==> src/rtl/ksz_bus_pkg.sv <==
// Shared types and constants for the KSZ host-bus master.
package ksz_bus_pkg;

  typedef enum logic [2:0] {
    ST_IDLE    = 3'd0,
    ST_ADDR    = 3'd1,
    ST_AREC    = 3'd2,
    ST_DSETUP  = 3'd3,
    ST_DSTROBE = 3'd4,
    ST_DREC    = 3'd5
  } state_t;

  localparam logic [3:0] BE_B0 = 4'b0001;
  localparam logic [3:0] BE_B1 = 4'b0010;
  localparam logic [3:0] BE_B2 = 4'b0100;
  localparam logic [3:0] BE_B3 = 4'b1000;
  localparam logic [3:0] BE_LO = 4'b0011;
  localparam logic [3:0] BE_HI = 4'b1100;

  localparam int ADDR_OFS_LSB = 0;
  localparam int ADDR_OFS_MSB = 7;
  localparam int ADDR_BE_LSB  = 12;
  localparam int ADDR_BE_MSB  = 15;

  function automatic int max3(input int a, input int b, input int c);
    int m;
    m = (a > b) ? a : b;
    return (m > c) ? m : c;
  endfunction

endpackage

==> src/rtl/ksz_addr_encode.sv <==
// Builds the 16-bit address-phase word from offset/size and flags misaligned words.
module ksz_addr_encode
  import ksz_bus_pkg::*;
(
  input  logic [7:0]  i_offset,
  input  logic        i_word,
  output logic [15:0] o_addr,
  output logic        o_misaligned
);

  logic [3:0] w_be;

  always_comb begin
    w_be = BE_B0;
    if (i_word) begin
      w_be = i_offset[1] ? BE_HI : BE_LO;
    end else begin
      case (i_offset[1:0])
        2'd0:    w_be = BE_B0;
        2'd1:    w_be = BE_B1;
        2'd2:    w_be = BE_B2;
        default: w_be = BE_B3;
      endcase
    end
  end

  always_comb begin
    o_addr = '0;
    o_addr[ADDR_OFS_MSB:ADDR_OFS_LSB] = i_offset;
    o_addr[ADDR_BE_MSB:ADDR_BE_LSB]   = w_be;
  end

  assign o_misaligned = i_word & i_offset[0];

endmodule

==> src/rtl/ksz_bus_master.sv <==
// KSZ register/QMU host-bus master: address phase, strobed data beats, bursts.
module ksz_bus_master
  import ksz_bus_pkg::*;
#(
  parameter int ADDR_CYC   = 2,
  parameter int STROBE_CYC = 2,
  parameter int RECOV_CYC  = 1,
  parameter int LEN_W      = 8
) (
  input  logic             clk40m,
  input  logic             reset,
  input  logic             cmd_valid,
  output logic             cmd_ready,
  input  logic             cmd_wr,
  input  logic [7:0]       cmd_offset,
  input  logic             cmd_word,
  input  logic             cmd_burst,
  input  logic [LEN_W-1:0] cmd_len,
  input  logic [15:0]      wdata,
  input  logic             wr_valid,
  output logic             wr_ready,
  output logic [15:0]      rdata,
  output logic             rd_valid,
  output logic             err,
  output logic             busy,
  output logic             CMD,
  output logic             RDN,
  output logic             WRN,
  output logic [15:0]      sd_out,
  output logic             sd_oe,
  input  logic [15:0]      sd_in,
  output logic [2:0]       state
);

  localparam int CNT_MAX = max3(ADDR_CYC, STROBE_CYC, RECOV_CYC);
  localparam int CNT_W   = (CNT_MAX > 1) ? $clog2(CNT_MAX) : 1;
  localparam logic [CNT_W-1:0] LD_ADDR   = CNT_W'(ADDR_CYC - 1);
  localparam logic [CNT_W-1:0] LD_STROBE = CNT_W'(STROBE_CYC - 1);
  localparam logic [CNT_W-1:0] LD_RECOV  = CNT_W'(RECOV_CYC - 1);

  state_t           r_state, w_state_nxt;
  logic [CNT_W-1:0] r_cnt, w_cnt_nxt;
  logic [LEN_W-1:0] r_beats;
  logic             r_wr, w_wr_nxt;
  logic             r_cmd, r_rdn, r_wrn, r_oe, w_oe_nxt;
  logic             r_rd_valid, r_err;
  logic [15:0]      r_sd_out, r_rdata, w_addr;
  logic             w_accept, w_go, w_misaligned, w_done, w_wr_fire, w_rd_last;

  ksz_addr_encode u_addr (
    .i_offset     (cmd_offset),
    .i_word       (cmd_word),
    .o_addr       (w_addr),
    .o_misaligned (w_misaligned)
  );

  assign cmd_ready = (r_state == ST_IDLE);
  assign w_accept  = cmd_valid & cmd_ready;
  assign w_go      = w_accept & ~w_misaligned;
  assign w_wr_nxt  = w_accept ? cmd_wr : r_wr;
  assign w_done    = (r_cnt == '0);
  assign w_wr_fire = (r_state == ST_DSETUP) & r_wr & wr_valid;
  assign w_rd_last = (r_state == ST_DSTROBE) & w_done & ~r_wr;

  // Reads have nothing to set up, so they go straight to the strobe.
  always_comb begin
    w_state_nxt = r_state;
    case (r_state)
      ST_IDLE:    if (w_go) w_state_nxt = !cmd_burst ? ST_ADDR :
                                          (cmd_wr ? ST_DSETUP : ST_DSTROBE);
      ST_ADDR:    if (w_done) w_state_nxt = ST_AREC;
      ST_AREC:    if (w_done) w_state_nxt = r_wr ? ST_DSETUP : ST_DSTROBE;
      ST_DSETUP:  if (!r_wr || wr_valid) w_state_nxt = ST_DSTROBE;
      ST_DSTROBE: if (w_done) w_state_nxt = ST_DREC;
      ST_DREC:    if (w_done) w_state_nxt = (r_beats == '0) ? ST_IDLE :
                                            (r_wr ? ST_DSETUP : ST_DSTROBE);
      default:    w_state_nxt = ST_IDLE;
    endcase
  end

  always_comb begin
    w_cnt_nxt = w_done ? r_cnt : r_cnt - 1'b1;
    if (w_state_nxt != r_state) begin
      case (w_state_nxt)
        ST_ADDR:          w_cnt_nxt = LD_ADDR;
        ST_AREC, ST_DREC: w_cnt_nxt = LD_RECOV;
        ST_DSTROBE:       w_cnt_nxt = LD_STROBE;
        default:          w_cnt_nxt = '0;
      endcase
    end
  end

  // Bus stays driven across write beats; reads release it before RDN can fall.
  always_comb begin
    w_oe_nxt = 1'b0;
    case (w_state_nxt)
      ST_ADDR:                     w_oe_nxt = 1'b1;
      ST_AREC, ST_DSTROBE, ST_DREC: w_oe_nxt = w_wr_nxt;
      ST_DSETUP:                   w_oe_nxt = r_oe;
      default:                     w_oe_nxt = 1'b0;
    endcase
  end

  always_ff @(posedge clk40m) begin
    if (reset) begin
      r_state    <= ST_IDLE;
      r_cnt      <= '0;
      r_beats    <= '0;
      r_wr       <= 1'b0;
      r_cmd      <= 1'b1;
      r_rdn      <= 1'b1;
      r_wrn      <= 1'b1;
      r_oe       <= 1'b0;
      r_sd_out   <= '0;
      r_rdata    <= '0;
      r_rd_valid <= 1'b0;
      r_err      <= 1'b0;
    end else begin
      r_state    <= w_state_nxt;
      r_cnt      <= w_cnt_nxt;
      r_wr       <= w_wr_nxt;
      r_cmd      <= (w_state_nxt inside {ST_IDLE, ST_ADDR, ST_AREC});
      r_rdn      <= ~((w_state_nxt == ST_DSTROBE) & ~w_wr_nxt);
      r_wrn      <= ~((w_state_nxt == ST_ADDR) | ((w_state_nxt == ST_DSTROBE) & w_wr_nxt));
      r_oe       <= w_oe_nxt;
      r_rd_valid <= w_rd_last;
      r_err      <= w_accept & w_misaligned;
      if (w_go) begin
        r_beats <= cmd_burst ? cmd_len : '0;
        if (!cmd_burst) r_sd_out <= w_addr;
      end else if ((r_state == ST_DREC) && w_done && (r_beats != '0)) begin
        r_beats <= r_beats - 1'b1;
      end
      if (w_wr_fire) r_sd_out <= wdata;
      if (w_rd_last) r_rdata <= sd_in;
    end
  end

  assign wr_ready = w_wr_fire;
  assign rdata    = r_rdata;
  assign rd_valid = r_rd_valid;
  assign err      = r_err;
  assign busy     = (r_state != ST_IDLE);
  assign CMD      = r_cmd;
  assign RDN      = r_rdn;
  assign WRN      = r_wrn;
  assign sd_out   = r_sd_out;
  assign sd_oe    = r_oe;
  assign state    = r_state;

endmodule

==> config.mk <==
export PLATFORM = sky130hd
export DESIGN_NAME = ksz_bus_master
export DESIGN_NICKNAME = d
export VERILOG_FILES = /design/src/rtl/ksz_bus_pkg.sv /design/src/rtl/ksz_addr_encode.sv /design/src/rtl/ksz_bus_master.sv
export SDC_FILE = /design/constraint.sdc
export NUM_CORES = 1
export LEC_CHECK = 0
export CORE_MARGIN = 4
export CORE_UTILIZATION = 49
export DETAILED_ROUTE_END_ITERATION = 10
export DONT_BUFFER_PORTS = 1
export RECOVER_POWER = 50
export SETUP_SLACK_MARGIN = 0.4
export SLEW_MARGIN = 25
export SYNTH_ARGS = -nofsm -noshare
export SYNTH_HDL_FRONTEND = slang
export SYNTH_SLANG_ARGS = --single-unit
==> constraint.sdc <==
create_clock -name clk40m -period 4.7 [get_ports clk40m]
set_input_delay 0.94 -clock clk40m [delete_from_list [all_inputs] [get_ports clk40m]]
set_output_delay 0.94 -clock clk40m [all_outputs]
set_load 0.02 [all_outputs]
==> impl_metrics.tcl <==
set metrics [dict create \
    status "complete, no violations" \
    syn_area_um2 2320 \
    synth_edf_count 0 \
    slew_headroom 0.244 \
    register_area_um2 1020 \
    synth_top_area_share 0.441 \
    cts_root_buffer "clkbuf_8" \
    p_int_w 0.000716 \
    hold_start "r_beats[2]" \
    place_congestion 0.808 \
    cts_tree "done" \
    antenna_left 0 \
    antenna_found_initial 0 \
    post_dp_cell_area_um2 2300 \
    avgSynthCellArea_um2 8.21 \
    end_kind "flop" \
    cts_resized 0 \
    hold_class "flop to flop" \
    final_nets 327 \
    core-area_um2 4470 \
    worst_pin_slew_ns 1.13 \
    initial_core_util 0.518 \
    ir_drop_mv 0.231 \
    yosysWarningCount 0 \
    slowest_stage "nor3b_1" \
    port_buffers 0 \
    cts_num_sinks 51 \
    p_comb_frac 0.256 \
    finalMaxSlewViolations 0 \
    cp_num_buf_inv 1 \
    multi_input_area_um2 1160 \
    cap_violations 0 \
    switching_share 0.374 \
    synth_area_leaders "dfxtp_1 44%, nand2_1 9.2%, a21oi_1 8.2%" \
    overflow 0 \
    clk_latency_ns 0.29 \
    synth.net_count 338 \
    fin_ws_ns 1.28 \
    first_iter_violations 122 \
    fin_tns_setup_ns 0 \
    htree_levels 2 \
    clock_skew_ns 0.00788 \
    setup.worst_path.start "r_beats[0]" \
    post_synth_xor_area_fraction 0.0151 \
    synth_mux_area_frac 0.0475 \
    finalCritPeriodShare 0.727 \
    cts.clk_slew.worst_paths_ns 0.09 \
    firstDrtPassIters 4 \
    crit_fanout 17 \
    crit_chain "inv_1 -> ha_1 -> nor3b_1 -> a211oi_1 -> a221o_1 -> a311oi_2 -> nand3_4 -> a211oi_1 -> nor3_1" \
    postCtsSetupRepairBufs 0 \
    drive_gt1_frac 0.0515 \
    layout.cells.non_filler 324 \
    grt_pass1_wl_um 9090 \
    pwr-share-seq 0.532 \
    synthDistinctLibCells 45 \
    cts_hold_buf 0 \
    cp_top_family "compound AO/OA/AOI/OAI gates" \
    synthSimpleGateAreaFrac 0.244 \
    wire_per_inst_um 16.9 \
    drc 0 \
    cts_inserted_buffers 5 \
    seq_area_frac_synth 0.441 \
    final_cell_area_um2 2370 \
    die_x_um 76.8 \
    via_count 1926 \
    rsz0062_at_grt "false" \
    hpwl_um 3970 \
    synthCells 282 \
    cts_buffer_depth 2 \
    async_flop_share 0 \
    critPathLaunchType "flop" \
    power.leakage_nw 0.856 \
    cp.arrival_ns 3.60 \
    power.share.clock 0.212 \
    preCtsSetupSlack_ns 1.62 \
    die_area_um2 5890 \
    diodes 0 \
    grt_pass1_vias 1887 \
    synthFlopType "dfxtp_1" \
    routed_wl_um 5460 \
    die_h_um 76.8 \
    ys_ff_latch 51 \
    area_growth_pct 2.16 \
    final_core_util 0.529 \
    fill_cells 441 \
    fp-row-count 24 \
    synth_top_family_by_area "simple AND/OR/NAND/NOR gates" \
    vias_per_cell 5.94 \
    grt_max_degree 43 \
    dpl.cell_count 316 \
    cp_common_cell "a211oi_1" \
    crit_type "flop to flop" \
    io_pins 99 \
    setup_viol 0 \
    hold_viol_final 0 \
    power_per_cell_area_nw_per_um2 483 \
    p_sw_w 0.000428 \
    slowest_delay_ns 0.66 \
    period_needed_ns 3.42 \
    synth_compound_area_frac 0.199 \
    fmax_mhz 293 \
    grt_util_all_layers 0.186 \
    synthAdderAreaFrac 0.00540 \
    required_ns 4.89 \
    r2r_start "r_beats[0]" \
    yosysTopAreaCell "dfxtp_1" \
]
## cell usage in the layout, fill, tap and decap left out, types with 2 or more instances in the layout
cell type	netlist	final
nand2_1	57	57
dfxtp_1	51	51
a21oi_1	38	38
nor2_1	19	18
mux2i_1	11	11
inv_1	9	9
nand3_1	8	8
a211oi_1	6	7
o21ai_0	7	7
nor3_1	7	7
o21ai_1	5	5
clkbuf_8	0	5
xnor2_1	4	4
or3_1	3	3
nand2b_1	3	3
nor2b_1	3	3
a21o_1	2	2
nand3b_1	2	2
o31ai_1	2	2
or4_1	2	2
o211ai_1	2	2
nor4b_1	2	2
## worst reg2reg max path: cells and delay by family (launching register included)
kind / cells / cell delay, ns
AOI/OAI and AO/OA: 4 / 1.69
adders and majority gates: 1 / 0.19
buffers and inverters: 1 / 0.06
DFF: 1 / 0.34
and+or+nand+nor: 3 / 1.04
## power by group through the flow
| stage | logic (W) | registers, W | clock network (W) |
|---|---|---|---|
| floorplan | 0.000284 | 0.000597 | 0 |
| global placement | 0.000300 | 0.000622 | 0 |
| detailed placement | 0.000303 | 0.000621 | 0 |
| CTS | 0.000304 | 0.000612 | 0.000253 |
| global route | 0.000336 | 0.000618 | 0.000271 |
| finish | 0.000293 | 0.000608 | 0.000242 |
## worst paths after layout
path	slack [ns]	cells after the start	endpoint
setup / recovery	1.28	9	sd_out[14]
hold / removal	0.54	1	r_beats[2]
setup reg to reg	1.28	9	sd_out[14]
hold reg to reg	0.54	1	r_beats[2]
## sequential cells by signal (all words and copies together) (netlist names), 3 cells and up
name and flops:
state 3, rdata 16, sd_out 16, r_beats 8
## cells in the mapped netlist (3+ instances only)
cell type,instances
nand3_1,8
mux2i_1,11
nor2b_1,3
clkbuf_1,14
dfxtp_1,51
nand2b_1,3
a211oi_1,6
or3_1,3
nor3_1,7
buf_2,3
inv_1,9
o21ai_0,7
a21oi_1,38
nor2_1,19
xnor2_1,4
nand2_1,57
o21ai_1,5
## area by class of cell
cell class / count / area share
flip-flops and latches: 51 / 0.432
inverters: 9 / 0.0143
clock inverters: 2 / 0.00529
well taps: 52 / 0.0275
multi-input cells: 204 / 0.491
clock buffers: 6 / 0.0307
## stage by stage
step | hold WS (ns) | total power, W
after CTS | 0.556 | 0.00117
after global placement | 0.538 | 0.000922
after floorplan | 0.535 | 0.000881
final | 0.540 | 0.00114
after global routing | 0.570 | 0.00122
after detailed placement | 0.543 | 0.000924
## per-layer routing
| layer | global-route usage | vias to the layer above | share of wire |
|---|---|---|---|
| met5 | 0 | - | 0 |
| met4 | 0.0489 | 0 | 0.0097 |
| met3 | 0.0656 | 6 | 0.086 |
| met2 | 0.298 | 71 | 0.45 |
| met1 | 0.237 | 895 | 0.45 |
| li1 | - | 954 | - |
## kinds of logic after synthesis
logic type | after synthesis
xor+xnor | 4
flops | 51
fa+ha+maj | 1
simple gates | 114
compound gates | 74
buf+inv | 27
mux | 11
(Power assumes the default switching activity.)
